### config.mk
export PLATFORM = sky130hd
export DESIGN_NAME = if_id_skid_reg
export DESIGN_NICKNAME = d
export VERILOG_FILES = /design/src/rtl/if_id_skid_reg.sv
export SDC_FILE = /design/constraint.sdc
export NUM_CORES = 1
export LEC_CHECK = 0
export ABC_AREA = 0
export ABC_CLOCK_PERIOD_IN_PS = 5300
export CORE_ASPECT_RATIO = 2
export CORE_UTILIZATION = 53
export CTS_BUF_LIST = sky130_fd_sc_hd__clkbuf_16
export CTS_CLUSTER_DIAMETER = 30
export DETAILED_ROUTE_END_ITERATION = 7
export PLACE_DENSITY = 0.83
export SYNTH_ARGS = -nofsm -noshare
export SYNTH_HDL_FRONTEND = slang
export SYNTH_SLANG_ARGS = --single-unit
### constraint.sdc
create_clock -name clk -period 5.3 [get_ports clk]
set_input_delay 1.06 -clock clk [delete_from_list [all_inputs] [get_ports clk]]
set_output_delay 1.06 -clock clk [all_outputs]
set_load 0.02 [all_outputs]
### src/rtl/if_id_skid_reg.sv
// Elastic IF/ID pipeline register: a main entry feeding Decode plus one skid
// entry, valid/ready handshake toward Fetch, flush, and two saturating counters.
module if_id_skid_reg #(
  parameter int INS_W = 32,
  parameter int PC_W  = 7,
  parameter int LANES = 1,
  parameter int CNT_W = 16
) (
  input  logic                   clk,
  input  logic                   rst_n,
  input  logic                   in_valid,
  output logic                   in_ready,
  input  logic [LANES*INS_W-1:0] ins_f,
  input  logic [LANES-1:0]       lane_mask_f,
  input  logic [PC_W-1:0]        pc_plus1_f,
  input  logic                   stall_d,
  input  logic                   flush_d,
  output logic                   valid_d,
  output logic [LANES*INS_W-1:0] ins_d,
  output logic [LANES-1:0]       lane_mask_d,
  output logic [PC_W-1:0]        pc_plus1_d,
  output logic [CNT_W-1:0]       flush_cnt,
  output logic [CNT_W-1:0]       bubble_cnt
);

  typedef struct packed {
    logic [LANES*INS_W-1:0] ins;
    logic [LANES-1:0]       mask;
    logic [PC_W-1:0]        pc;
  } entry_t;

  localparam logic [CNT_W-1:0] CNT_MAX = '1;
  localparam logic [CNT_W-1:0] CNT_ONE = CNT_W'(1);

  entry_t           main_q, main_d, skid_q, skid_d, in_entry;
  logic             main_vld_q, main_vld_d, skid_vld_q, skid_vld_d;
  logic [CNT_W-1:0] flush_cnt_q, flush_cnt_d, bubble_cnt_q, bubble_cnt_d;
  logic             accept, consume;

  assign in_entry = '{ins: ins_f, mask: lane_mask_f, pc: pc_plus1_f};
  // in_ready comes straight from a flop, so Fetch sees no path from stall_d.
  assign in_ready = ~skid_vld_q;
  assign accept   = in_valid & in_ready;
  assign consume  = main_vld_q & ~stall_d;

  // NOTE: combinational next-state uses blocking '=' with every output defaulted
  // first, so no latch is inferred; the state flops below use non-blocking '<='.
  always_comb begin
    main_d       = main_q;
    skid_d       = skid_q;
    main_vld_d   = main_vld_q;
    skid_vld_d   = skid_vld_q;
    flush_cnt_d  = flush_cnt_q;
    bubble_cnt_d = bubble_cnt_q;

    if (flush_d) begin
      main_d     = '0;
      skid_d     = '0;
      main_vld_d = 1'b0;
      skid_vld_d = 1'b0;
    end else if (!main_vld_q || consume) begin
      // Main is free this edge; the skid entry is older than anything on the input.
      if (skid_vld_q) begin
        main_d     = skid_q;
        main_vld_d = 1'b1;
        skid_vld_d = 1'b0;
      end else if (accept) begin
        main_d     = in_entry;
        main_vld_d = 1'b1;
      end else begin
        main_vld_d = 1'b0;
      end
    end else if (accept) begin
      skid_d     = in_entry;
      skid_vld_d = 1'b1;
    end

    if (flush_d && flush_cnt_q != CNT_MAX)
      flush_cnt_d = flush_cnt_q + CNT_ONE;
    if (!main_vld_q && !stall_d && !flush_d && bubble_cnt_q != CNT_MAX)
      bubble_cnt_d = bubble_cnt_q + CNT_ONE;
  end

  // NOTE: payload registers are reset too, so Decode sees an all-zero NOP
  // rather than stale or undefined data after reset.
  always_ff @(posedge clk) begin
    if (!rst_n) begin
      main_q       <= '0;
      skid_q       <= '0;
      main_vld_q   <= 1'b0;
      skid_vld_q   <= 1'b0;
      flush_cnt_q  <= '0;
      bubble_cnt_q <= '0;
    end else begin
      main_q       <= main_d;
      skid_q       <= skid_d;
      main_vld_q   <= main_vld_d;
      skid_vld_q   <= skid_vld_d;
      flush_cnt_q  <= flush_cnt_d;
      bubble_cnt_q <= bubble_cnt_d;
    end
  end

  assign valid_d     = main_vld_q;
  assign ins_d       = main_q.ins;
  assign lane_mask_d = main_q.mask;
  assign pc_plus1_d  = main_q.pc;
  assign flush_cnt   = flush_cnt_q;
  assign bubble_cnt  = bubble_cnt_q;

endmodule

=== Word-level counts from Yosys, hierarchy flattened ===
Index checks and enable logic that the tools add are counted.

* Flip-flop bits (word level): 114
* Input bits: 45
* Output and inout bits: 74
* Logic and storage cells: 37

* Add/sub/neg operators: 2
* Eq/ne operators: 2
* Mux-type cells: 4
* Bitwise gates (word level): 6
* Reduce and logical (&&, ||, !) cells: 13

{| class="wikitable"
|+ Operators with widths
! kind !! count
|-
| $mux 40 || 2
|-
| $add 16x1->16 const B || 2
|-
| $ne 16x16->1 const B || 2
|-
| $logic_and 1x1->1 || 4
|-
| $not 1->1 || 4
|-
| $reduce_and 2->1 || 2
|-
| $logic_not 1->1 || 3
|-
| $reduce_or 3->1 || 1
|-
| $and 1x1->1 || 2
|-
| $mux 1 || 2
|-
| $reduce_bool 2->1 || 1
|-
| $reduce_or 2->1 || 1
|-
| $logic_or 1x1->1 || 1
|}

=== Logic depth before layout (Yosys ltp) ===
* Depth after elaboration: 5
* Mapped depth: 6
* Gate-level depth less buffers: 5

=== Least setup slack after synthesis ===
OpenSTA, ideal clock, no wires.

* Kind: input-to-reg
* Start: input port flush_d
* End: register bubble_cnt_q[10], in the netlist bubble_cnt[10]
* Setup time: 70 ps
* Data arrival time: 2421 ps
* Required time: 5230 ps
* Setup slack: 2808 ps
* Cell stages on the path: 4
* Buffers on the path: 0
* Cells stage by stage: or3_4 > or3_4 > or4_1 > a21oi_1

* Longest elaborated chain between the ends: 3

{| class="wikitable"
|+ Ends and longest elaborated chain
! what !! RTL line !! source
|-
| start: declaration || 17 || <nowiki>input logic flush_d,</nowiki>
|-
| $logic_not 1->1 || 80 || <nowiki>if (!main_vld_q && !stall_d && !flush_d && bubble_cnt_q != CNT_MAX)</nowiki>
|-
| $logic_and 1x1->1 (2 in a row) || 80 ||
|-
| end signal: assignment || 100 || <nowiki>bubble_cnt_q <= bubble_cnt_d;</nowiki>
|-
| end: declaration || 37 || <nowiki>logic [CNT_W-1:0] flush_cnt_q, flush_cnt_d, bubble_cnt_q, bubble_cnt_d;</nowiki>
|}

No other way between the ends.
A chain may end at the register's enable or synchronous reset.

=== Worst setup path after layout ===
* Start: input port rst_n
* End: register flush_cnt_q[5], in the netlist flush_cnt[5]

{| class="wikitable"
|+ RTL lines
! what !! RTL line !! source
|-
| start: declaration || 10 || <nowiki>input logic rst_n,</nowiki>
|-
| end signal: assignment || 99 || <nowiki>flush_cnt_q <= flush_cnt_d;</nowiki>
|-
| end: declaration || 37 ||
|}

No word-level cell between the ends.

==> results.py <==
metrics = {
    "global_routing": {
        "track_usage_pct": 27.2,
        "grt_pass1_wl_um": 20700,
        "antenna_found_initial": 0,
        "grt-ovfl-total": 0,
        "first_global_vias": 4577,
        "grt_max_degree": 58,
    },
    "synth": {
        "synthArstFlopShare_pct": 0,
        "netlist_area_mm2": 0.00481,
        "synth_common_cells": "dfxtp_1, nand2_1, a21oi_1",
        "synthCells": 556,
        "synth_seq_cells": 114,
        "yosysMostFrequentCell": "dfxtp_1",
        "synth_warnings": 0,
        "synthTopCellsByArea": "dfxtp_1, mux2i_1, nand2_1",
        "synth_edf_count": 0,
        "synth_ff_type": "dfxtp_1",
        "synth.yosys.seq_area_share_pct": 47.4,
        "synth_fp_nets": 603,
        "synth_top_cell_area_share_pct": 47.4,
        "synth-simple-area-share_pct": 21.5,
        "synth_compound_area_share_pct": 16.8,
        "synthMuxAreaShare_pct": 10.2,
        "synth_xor_xnor_area_share_pct": 0.182,
        "avgSynthCellArea_um2": 8.66,
        "yosysUniqueCellTypes": 37,
        "yosys.area.top_type": "dfxtp_1",
        "synth_top_family_by_area": "simple AND/OR/NAND/NOR gates",
        "yosys.area_share.adder_pct": 0.520,
    },
    "hold_path": {
        "hold_class": "flop to flop",
        "holdPathStages": 2,
    },
    "critical_path": {
        "worstPathRequired_ps": 5600,
        "endpoint_kind": "flop",
        "path_cells": "clkdlybuf4s50_1, clkinv_1, o41ai_1",
        "critical_path.max_fanout": 28,
        "reg2reg_slack_ps": 3060,
        "arrival_ps": 3460,
        "rr_worst_depth": 5,
        "path_class": "primary input to flop",
        "max_stage_delay_ps": 1110,
        "slowest_stage": "clkdlybuf4s50_1",
        "startpoint_type": "primary input",
    },
    "pwr": {
        "swShare_pct": 23.4,
        "power_density_mw_per_mm2": 333,
        "switchingPower_w": 0.000519,
        "comb_power_share_pct": 7.7,
        "clockPowerShare_pct": 52.2,
        "p_leak_nw": 2.19,
        "p_seq_share_pct": 40.1,
        "ir_worst_vdd_uv": 291,
        "p_int_w": 0.00170,
    },
    "layout": {
        "fillerInstances": 615,
        "fin_nets": 708,
        "final_cells": 774,
        "drive_above_1_share_pct": 6.68,
        "flow.area_growth_from_synthesis_pct": 38.2,
        "n_antenna_cell": 0,
    },
    "clocking": {
        "cts_max_level": 4,
        "cts-root-buf": "clkbuf_16",
        "cts_buffers": 17,
        "post_cts_buffers": 0,
        "clockBufferDepth": 2,
        "cts_resized": 0,
        "cts_tree": "yes",
        "insertion_delay_ps": 410,
        "clkSinkCount": 114,
        "clk_pin_slew_ps": 60,
        "postCtsHoldBufs": 0,
    },
    "status": {
        "status": "finished clean",
    },
    "sta": {
        "tns_ps": 0,
        "slew_headroom_pct": 35.1,
        "hold_viol_final": 0,
        "worstMarginPinSlew_ps": 971,
        "fin_crit_sh_pct": 59.7,
        "slew_viol_final": 0,
        "min_period_ps": 3160,
        "final.setup_skew_ps": 5.39,
        "rsz0062_at_grt": "no",
        "timing.fmax_mhz": 316,
        "setup_viol": 0,
    },
    "drt": {
        "drt_iter0_markers": 280,
        "vias_per_cell": 5.94,
        "vias": 4600,
        "ant_nets": 0,
        "wl_per_cell_um": 16.4,
        "drc_errors": 0,
        "wirelength_um": 12700,
        "first_pass_iters": 4,
    },
    "place": {
        "hpwl_um": 8700,
        "port_buffers": 118,
        "dp_cells": 742,
        "gp_congestion": 0.927,
    },
    "floorplanning": {
        "rows": 48,
        "ios": 119,
        "die-area_mm2": 0.00949,
        "die_h_um": 137,
        "core_mm2": 0.00871,
        "die_x_um": 69.4,
        "start_util_pct": 55.3,
    },
    "run": {
        "cap_violations": 0,
    },
}
==> cell usage in the layout (no fill, tap or decap), types with 2 or more instances in the layout <==
| cell type | n |
|---|---|
| mux2i_1 | 49 |
| and4_1 | 3 |
| bufinv_16 | 3 |
| or3_1 | 4 |
| buf_4 | 6 |
| nand4_1 | 12 |
| nand2_1 | 101 |
| or3_4 | 2 |
| nor3_1 | 8 |
| inv_1 | 5 |
| nand2b_1 | 9 |
| a21oi_1 | 53 |
| clkdlybuf4s50_1 | 118 |
| and3_1 | 6 |
| o41ai_1 | 3 |
| a31oi_1 | 2 |
| nor2_1 | 45 |
| nor4_1 | 4 |
| or4_1 | 10 |
| clkinvlp_4 | 4 |
| a211oi_1 | 44 |
| clkinv_4 | 6 |
| ha_1 | 2 |
| o311ai_0 | 3 |
| o211ai_1 | 2 |
| nand3_1 | 11 |
| clkbuf_16 | 17 |
| o31ai_1 | 10 |
| o21ai_0 | 3 |
| dfxtp_1 | 113 |
==> cell families (layout without fill, tap and decap cells) <==
group,after synthesis,in the layout
DFF,114,114
xor gates and xnor gates,1,1
adders and majority gates,2,2
buffers and inverters,44,162
and+or+nand+nor,221,221
muxes,49,49
AOI/OAI and AO/OA,125,125
==> power by group through the flow <==
stage	combinational (W)	sequential, W	clock, W
global route	0.000185	0.000891	0.00121
finish	0.000171	0.000889	0.00116
floorplan	0.0000645	0.000924	0
detailed placement	0.000170	0.000907	0
CTS	0.000171	0.000889	0.00117
global placement	0.000165	0.000906	0
==> cell type report <==
| cell class | count | area, um^2 | area share [%] |
|---|---|---|---|
| clock buffer | 17 | 425 | 6.39 |
| clock inverter | 15 | 186 | 2.80 |
| sequential | 114 | 2280 | 34.3 |
| inverter | 6 | 22.5 | 0.338 |
| tap | 100 | 125 | 1.88 |
| multi-input combinational | 398 | 2390 | 35.9 |
| timing repair buffer | 124 | 1230 | 18.4 |
==> layer usage <==
layer	wire [um]	global-route usage, %	vias up
met5	0	0	-
met4	342	15.0	0
met3	689	6.77	28
met2	6980	49.5	149
met1	4650	28.1	2199
li1	-	-	2224
==> metrics by stage <==
stage | setup slack (ps) | utilization [%] | instance area (um^2) | hold WS, ps | power, W
6_report | 2140 | 76.4 | 6660 | 455 | 0.00222
4_1_cts | 2140 | 76.4 | 6660 | 455 | 0.00223
3_5_place_dp | 1720 | 69.4 | 6040 | 448 | 0.00108
3_3_place_gp | 1850 | 69.4 | 6040 | 441 | 0.00107
5_1_grt | 1930 | 76.4 | 6660 | 474 | 0.00228
2_1_floorplan | 2810 | - | 4810 | 436 | 0.000989
==> worst paths after layout <==
check	from	endpoint
setup reg to reg	bubble_cnt[0]$_SDFFE_PN0P_	bubble_cnt[1]$_SDFFE_PN0P_
setup / recovery	rst_n	flush_cnt[5]$_SDFFE_PN0P_
hold reg to reg	skid_q[0]$_SDFFE_PP0P_	skid_q[0]$_SDFFE_PP0P_
hold / removal	skid_q[0]$_SDFFE_PP0P_	skid_q[0]$_SDFFE_PP0P_
==> worst max-delay path: cells and delay by family <==
| family | cells | cell delay (ps) |
|---|---|---|
| AO/OA/AOI/OAI | 1 | 530 |
| buffers and inverters | 2 | 1870 |
==> state kept, by name (all words and copies together) (netlist names) <==
| name | flops |
|---|---|
| bubble_cnt | 16 |
| flush_cnt | 16 |
| ins_d | 32 |
| lane_mask_d | 1 |
| pc_plus1_d | 7 |
| skid_q | 40 |
| skid_vld_q | 1 |
| valid_d | 1 |
(Power assumes the default switching activity.)
